File: src/rtl/ds18b20_scheduler.sv
// Measurement sequencer in front of the DS18B20 one-wire controller: periodic or
// on-demand conversion starts, done/timeout handling with bounded retry, alarm and error flags.
module ds18b20_scheduler #(
    parameter int PERIOD_CYCLES  = 5_000_000,
    parameter int START_CYCLES   = 2,
    parameter int TIMEOUT_CYCLES = 4_000_000,
    parameter int MAX_RETRY      = 2
) (
    input  logic        i_clk,
    input  logic        i_rst,
    input  logic        i_enable,
    input  logic        i_request,
    input  logic        i_clear,
    input  logic [15:0] i_th_high,
    input  logic [15:0] i_th_low,
    output logic        o_sensor_start,
    input  logic        i_conversion_done,
    input  logic [15:0] i_temperature,
    output logic [15:0] o_temperature,
    output logic        o_valid,
    output logic        o_alarm,
    output logic        o_error,
    output logic        o_busy
);

    localparam int PW   = $clog2(PERIOD_CYCLES);
    localparam int CMAX = (TIMEOUT_CYCLES > START_CYCLES) ? TIMEOUT_CYCLES : START_CYCLES;
    localparam int CW   = $clog2(CMAX);

    localparam logic [PW-1:0] PERIOD_LAST  = PW'(PERIOD_CYCLES - 1);
    localparam logic [CW-1:0] START_LAST   = CW'(START_CYCLES - 1);
    localparam logic [CW-1:0] TIMEOUT_LAST = CW'(TIMEOUT_CYCLES - 1);
    localparam logic [2:0]    RETRY_LIMIT  = 3'(MAX_RETRY);

    typedef enum logic [1:0] {
        ST_IDLE,
        ST_START,
        ST_WAIT
    } state_t;

    state_t        state;
    state_t        state_next;
    logic [PW-1:0] period_cnt;
    logic [CW-1:0] cnt;
    logic [2:0]    retry;
    logic          pending;
    logic          done_d;

    logic tick;
    logic trigger;
    logic done_rise;
    logic timeout;

    logic capture;
    logic cnt_clr;
    logic retry_clr;
    logic retry_inc;
    logic error_set;
    logic pending_clr;

    assign tick      = (period_cnt == PERIOD_LAST) && i_enable;
    assign trigger   = tick | i_request;
    assign done_rise = i_conversion_done & ~done_d;
    // cnt is shared: start-pulse length in START, elapsed wait in WAIT.
    assign timeout   = (cnt == TIMEOUT_LAST);

    assign o_sensor_start = (state == ST_START);
    assign o_busy         = (state != ST_IDLE);

    always_comb begin
        // NOTE: every output of this block gets a default first so no path infers a latch.
        state_next  = state;
        capture     = 1'b0;
        cnt_clr     = 1'b0;
        retry_clr   = 1'b0;
        retry_inc   = 1'b0;
        error_set   = 1'b0;
        pending_clr = 1'b0;
        case (state)
            ST_IDLE: begin
                if (pending || trigger) begin
                    state_next  = ST_START;
                    cnt_clr     = 1'b1;
                    retry_clr   = 1'b1;
                    pending_clr = 1'b1;
                end
            end
            ST_START: begin
                if (cnt == START_LAST) begin
                    state_next = ST_WAIT;
                    cnt_clr    = 1'b1;
                end
            end
            ST_WAIT: begin
                // A done edge coinciding with the timeout is still a capture.
                if (done_rise) begin
                    capture    = 1'b1;
                    state_next = ST_IDLE;
                end else if (timeout) begin
                    if (retry < RETRY_LIMIT) begin
                        retry_inc  = 1'b1;
                        cnt_clr    = 1'b1;
                        state_next = ST_START;
                    end else begin
                        error_set  = 1'b1;
                        state_next = ST_IDLE;
                    end
                end
            end
            default: state_next = ST_IDLE;
        endcase
    end

    // NOTE: non-blocking assignments so every register samples pre-edge values.
    always_ff @(posedge i_clk) begin
        if (i_rst) begin
            state         <= ST_IDLE;
            period_cnt    <= '0;
            cnt           <= '0;
            retry         <= '0;
            pending       <= 1'b0;
            done_d        <= 1'b0;
            o_temperature <= 16'h0000;
            o_valid       <= 1'b0;
            o_alarm       <= 1'b0;
            o_error       <= 1'b0;
        end else begin
            state  <= state_next;
            done_d <= i_conversion_done;

            period_cnt <= (period_cnt == PERIOD_LAST) ? '0 : period_cnt + PW'(1);

            if (cnt_clr)
                cnt <= '0;
            else if (state != ST_IDLE)
                cnt <= cnt + CW'(1);

            if (retry_clr)
                retry <= '0;
            else if (retry_inc)
                retry <= retry + 3'd1;

            // One-deep request latch; the IDLE->START transition consumes it.
            if (pending_clr)
                pending <= 1'b0;
            else if (trigger)
                pending <= 1'b1;

            o_valid <= capture;
            if (capture) begin
                o_temperature <= i_temperature;
                o_alarm       <= ($signed(i_temperature) > $signed(i_th_high)) ||
                                 ($signed(i_temperature) < $signed(i_th_low));
            end

            if (error_set)
                o_error <= 1'b1;
            else if (i_clear)
                o_error <= 1'b0;
        end
    end

endmodule

File: config.mk
export PLATFORM = sky130hd
export DESIGN_NAME = ds18b20_scheduler
export DESIGN_NICKNAME = d
export VERILOG_FILES = /design/src/rtl/ds18b20_scheduler.sv
export SDC_FILE = /design/constraint.sdc
export NUM_CORES = 1
export LEC_CHECK = 0
export CORE_MARGIN = 1.5
export CORE_UTILIZATION = 45
export CTS_BUF_LIST = sky130_fd_sc_hd__clkbuf_8
export DETAILED_ROUTE_END_ITERATION = 8
export PLACE_DENSITY = 0.81
export SLEW_MARGIN = 20
export SYNTH_ARGS = -nofsm -noshare
export SYNTH_HDL_FRONTEND = slang
export SYNTH_SLANG_ARGS = --single-unit
export TNS_END_PERCENT = 30
File: constraint.sdc
create_clock -name i_clk -period 2.4 [get_ports i_clk]
set_clock_uncertainty 0.2 [all_clocks]
set_input_delay 0.48 -clock i_clk [delete_from_list [all_inputs] [get_ports i_clk]]
set_output_delay 0.48 -clock i_clk [all_outputs]
set_load 0.03 [all_outputs]
; Word-level counts from Yosys, hierarchy flattened
; Index checks and enable logic that the tools add are counted.
[word_totals]
regBits = 71
latchBits = 0
ramBits = 0
mem_bits_ro = 0
out_inout_bits = 21
elab_cells = 59
n_memories = 0
[op_classes]
n_addsub = 3
multipliers = 0
div_mod_pow = 0
n_lt_le_gt_ge = 3
eq_ne = 8
shifts = 0
mux = 22
n_bitwise = 3
n_reduce_logical = 10
[ops]
columns = op, n
row1 = $add 23x1->23 const B, 1
row2 = $eq 23x23->1 const B, 1
row3 = $add 22x1->22 const B, 1
row4 = $eq 22x1->1 const B, 1
row5 = $eq 22x22->1 const B, 1
row6 = $gt 16x16->1, 1
row7 = $lt 16x16->1, 1
row8 = $mux 1, 16
row9 = $mux 2, 4
row10 = $pmux 2 s3, 1
row11 = $reduce_or 2->1, 3
row12 = $reduce_bool 2->1, 2
row13 = $add 3x1->3 const B, 1
row14 = $lt 3x2->1 const B, 1
row15 = $ne 3x3->1 const B, 1
row16 = $pmux 1 s3, 1
row17 = $reduce_and 3->1, 1
row18 = $eq 2x1->1 const B, 1
row19 = $eq 2x2->1 const B, 1
row20 = $logic_not 2->1, 1
row21 = $logic_or 1x1->1, 2
row22 = $ne 2x1->1 const B, 1
row23 = $ne 2x2->1 const B, 1
row24 = $and 1x1->1, 1
row25 = 3 further kinds, 3

; Logic depth before layout (Yosys ltp)
; Gate-level depths: netlist (run 1).
[logic_depth]
ltp_word = 7
mapped_depth = 8
depth_no_buf = 8

; Worst setup path before layout (run 1)
; No wires, ideal clock.
[synth_path]
kind = input port to flip-flop
startpoint = input port i_th_low[5]
endpoint = register o_alarm
setup_time_ns = 0.086
arrival_time_ns = 2.022
required_ns = 2.114
path_slack_ns = 0.092
stages = 8
n_path_buf = 0
cell_sequence = inv_1 -> ha_1 -> a21o_1 -> a211oi_1 -> o21ai_0 -> a211oi_1 -> mux2_2 -> a211oi_1
[synth_between]
elab_chain_len = 2
[synth_rtl]
columns = element, line
row1 = from (decl), 15  ; input logic [15:0] i_th_low,
row2 = $lt 16x16->1, 153  ; ($signed(i_temperature) < $signed(i_th_low));
row3 = $logic_or 1x1->1, 152  ; o_alarm <= ($signed(i_temperature) > $signed(i_th_high)) ||
row4 = to (signal assigned), 152
row5 = to (decl), 21  ; output logic o_alarm,
; Every way passes these cells.
; A chain may end at the register's enable or synchronous reset.

; Worst setup path in the final report (run 1)
[layout_path]
startpoint = input port i_th_low[6]
endpoint = register o_alarm
; Same word-level chain as after synthesis.

==> results.sh, run 1 <==
export IMPL_status="finished clean"
export IMPL_hold_violations=0
export IMPL_wl_per_cell_um=13.8
export IMPL_ys_ff_latch=71
export IMPL_final_max_slew_viol_count=0
export IMPL_async_reset_ff_frac=0
export IMPL_setup_tns_ns=0
export IMPL_cp_top_family="compound AO/OA/AOI/OAI gates"
export IMPL_antenna_cells=0
export IMPL_yosys_cell_types_count=45
export IMPL_setup_worst_path_start_class="input pin"
export IMPL_hold_end="period_cnt[0]"
export IMPL_ir_drop_mv=0.466
export IMPL_cpMaxStageDelayCell="clkdlybuf4s50_1"
export IMPL_clk_pin_slew_ns=0.07
export IMPL_synth_ff_type="dfxtp_1"
export IMPL_period_needed_ns=2.39
export IMPL_cp_common_cell="a211oi_2"
export IMPL_synth_warnings=0
export IMPL_start_util=0.465
export IMPL_powerDensity_nw_per_um2=472
export IMPL_synth_edf_count=0
export IMPL_tightest_slew_ns=0.447
export IMPL_fillers=650
export IMPL_grt_usage=0.219
export IMPL_yosysTopAreaCell="dfxtp_1"
export IMPL_crit_path_max_incr_delay_ns=0.45
export IMPL_dr_total_vias=3499
export IMPL_worstReg2RegStart="cnt[0]"
export IMPL_critPathKind="in2reg"
export IMPL_arrival_ns=2.47
export IMPL_r2r_end="cnt[21]"
export IMPL_synth_cells=458
export IMPL_post_route_period_util=0.996
export IMPL_clk_latency_ns=0.35
export IMPL_die_x_um=95.2
export IMPL_end_kind="register"
export IMPL_postRouteAntennaNets=0
export IMPL_numCtsBuffers=9
export IMPL_drive_above_1_share=0.176
export IMPL_avgSynthCellArea_um2=8.35
export IMPL_cts_sinks=71
export IMPL_cts_path_max_buffers=2
export IMPL_hp_start="period_cnt[0]"
export IMPL_grt_pass1_wl_um=15500
export IMPL_routabilityCongestion=0.896
export IMPL_die_h_um=95.2
export IMPL_postCtsHoldBufs=0
export IMPL_place_ws_ns=-0.565
export IMPL_antenna_found_initial=0
export IMPL_required_ns=2.47
export IMPL_crit_chain="clkdlybuf4s50_1 > inv_1 > ha_1 > a211oi_2 > o21ai_2 > a211oi_2 > mux2_4 > a211oi_2"
export IMPL_cap_violations=0
export IMPL_layout_setup_ws_ns=0.00879
export IMPL_path_buf_inv=2
export IMPL_r2r_slack_ns=0.08
export IMPL_netlist_area_um2=3820
export IMPL_coreArea_um2=8220
export IMPL_routed_wl_um=9380
export IMPL_drt_initial_drc_count=147
export IMPL_nNetsFinal=657
export IMPL_drc=0
export IMPL_syn2layout_area_growth_pct=36.8
export IMPL_synth_top_area_frac=0.372
export IMPL_hold_path_depth=1
export IMPL_synth_fp_nets=547
export IMPL_post_route_util=0.636
export IMPL_grt_remaining_overflow=0
export IMPL_grt_pass1_vias=3470
export IMPL_drt_pass1_iterations=4
export IMPL_htreeDepth=3
export IMPL_timing_fmax_mhz=418
export IMPL_grt_max_degree=24
export IMPL_die_area_um2=9060
export IMPL_io_pins=75
export IMPL_slew_headroom=0.700
export IMPL_power_total_mw=2.47
export IMPL_hpwl_um=7010
export IMPL_yosysSeqAreaShare=0.372
export IMPL_yosys_top_cells_area="dfxtp_1, ha_1, nor2_1, xor2_1, nand2_1"
export IMPL_cp_max_fo=2
export IMPL_viasPerCell=5.16
export IMPL_rows=33
export IMPL_leakage_nw=2.10
export IMPL_tritoncts="built"
export IMPL_hp_class="reg2reg"
export IMPL_setup_viol=0
export IMPL_hold_ws_ns=0.232
export IMPL_reg2reg_depth=8
export IMPL_cts_root_buf="clkbuf_8"
export IMPL_portBuffers=74
layout make-up:
class | count | area (um2) | share of cell area
multi-input cells | 337 | 2320 | 0.445
flip-flops and latches | 71 | 1430 | 0.273
repair buffers | 110 | 1030 | 0.197
inverters | 39 | 146 | 0.0280
well taps | 105 | 131 | 0.0251
clock buffers | 9 | 124 | 0.0237
clock inverters | 7 | 42.5 | 0.00814
worst register-to-register path, cell delays in order (launching register included):
cell and delay (ns):
dfxtp_2 0.36, ha_4 0.15, nand2_2 0.07, or4_4 0.52
nor4_4 0.26, nor3b_4 0.25, or3_4 0.23, buf_4 0.15
nor2_1 0.04
sequential cells by signal, summed over array words and instances (netlist names):
name           count
cnt               22
done_d             1
o_alarm            1
o_error            1
o_temperature     16
o_valid            1
pending            1
period_cnt        23
retry              3
state              2
synthesized netlist by cell type (2+ instances only):
cell type	number
nor2b_1	3
nand2b_1	3
o2111ai_1	2
inv_1	38
clkbuf_1	9
and4_1	4
or3_1	3
nand3_1	21
a2111oi_0	3
nor2_1	57
nor4b_1	4
nand4_1	10
ha_1	35
o21ai_0	7
nor4_1	8
a21o_1	5
dfxtp_1	71
nand2_1	54
or2_2	2
nor3_1	8
nor2_2	12
o21a_1	3
a211oi_1	5
and3_1	4
xnor2_1	18
a31oi_1	2
xor2_1	24
a21oi_1	26
metal layers:
metal / share of wire / GRT usage / vias to the layer above
met2: 0.50 / 0.375 / 64
met5: 0 / 0 / -
met1: 0.43 / 0.264 / 1644
li1: - / - / 1768
met3: 0.036 / 0.0550 / 23
met4: 0.030 / 0.0796 / 0
report_power, final:
part / switching [mW] / leakage (nW) / total [mW] / internal (mW)
registers: 0.0152 / 0.576 / 1.21 / 1.19
logic: 0.206 / 1.43 / 0.444 / 0.238
clock network: 0.444 / 0.0916 / 0.811 / 0.367
total: 0.665 / 2.10 / 2.47 / 1.80
layout by cell type (no fill, tap or decap), drive strengths merged, types with 2 or more instances in the layout:
master / netlist / final
and4: 4 / 4
buf: 2 / 36
nand3: 21 / 21
o21ai: 7 / 7
a31oi: 2 / 2
ha: 35 / 35
a21o: 5 / 5
nor3: 8 / 8
nand4: 11 / 11
nor2b: 3 / 3
o2111ai: 2 / 2
inv: 39 / 41
clkinv: 0 / 4
a211oi: 5 / 5
nand2: 54 / 54
nor4b: 4 / 4
xor2: 24 / 24
and3: 4 / 4
nand2b: 3 / 3
clkdlybuf4s50: 0 / 64
a2111oi: 3 / 3
nor2: 69 / 69
or3: 4 / 4
clkbuf: 9 / 9
or2: 2 / 2
nor4: 9 / 9
o21a: 3 / 3
dlymetal6s2s: 0 / 4
dfxtp: 71 / 71
a21oi: 26 / 26
xnor2: 18 / 18
dlygate4sd2: 0 / 6
logic make-up (layout without fill, tap and decap cells):
group                      count (synthesis)  count (layout)  synth area share
DFF                                       71              71             0.372
AOI/OAI and AO/OA                         57              57            0.0920
adders and majority gates                 35              35             0.115
and+or+nand+nor                          202             202             0.267
buffers and inverters                     50             165            0.0553
muxes                                      1               1           0.00295
xor gates and xnor gates                  42              42            0.0962
per-stage QoR:
step | std cells | area [um2]
3_5_place_dp | 660 | 4900
3_3_place_gp | 660 | 4900
2_1_floorplan | 458 | 3820
4_1_cts | 676 | 5120
5_1_grt | 678 | 5230
6_report | 678 | 5230
worst max path at each step:
stage | startpoint | endpoint | slack (ns) | cells after the start
floorplan | i_th_low[5] | o_alarm | 0.09 | 8
global placement | i_th_low[5] | o_alarm | -0.47 | 9
detailed placement | i_th_low[5] | o_alarm | -0.57 | 9
CTS | i_temperature[3] | o_alarm | 0.008 | 8
global route | i_th_low[6] | o_alarm | -0.03 | 8
finish | i_th_low[6] | o_alarm | 0.009 | 8
repair_timing:
action | in CTS | in global routing
hold endpoints to repair | 0 | 0
setup endpoints to repair | 2 | 23
cloned | 0 | 0
pin swaps | 13 | 10
setup buffers | 0 | 2
gates resized for setup | 17 | 28
No activity file was read; power rests on OpenSTA's default activity.
==> inputs of run 2 (changes only) <==
--- a/config.mk
+++ b/config.mk
@@ -9,6 +9,7 @@
 export CORE_UTILIZATION = 45
 export CTS_BUF_LIST = sky130_fd_sc_hd__clkbuf_8
 export DETAILED_ROUTE_END_ITERATION = 8
+export GPL_ROUTABILITY_DRIVEN = 0
 export PLACE_DENSITY = 0.81
 export SLEW_MARGIN = 20
 export SYNTH_ARGS = -nofsm -noshare
==> results of run 2 <==
No change in the layout: final DEF, timing and power equal those of run 1.
==> inputs of run 3 (changes only) <==
--- a/config.mk
+++ b/config.mk
@@ -8,6 +8,7 @@
 export CORE_MARGIN = 1.5
 export CORE_UTILIZATION = 45
 export CTS_BUF_LIST = sky130_fd_sc_hd__clkbuf_8
+export CTS_CLUSTER_DIAMETER = 50
 export DETAILED_ROUTE_END_ITERATION = 8
 export GPL_ROUTABILITY_DRIVEN = 0
 export PLACE_DENSITY = 0.81
==> results of run 3 <==
No change in the layout: final DEF, timing and power equal those of run 1.
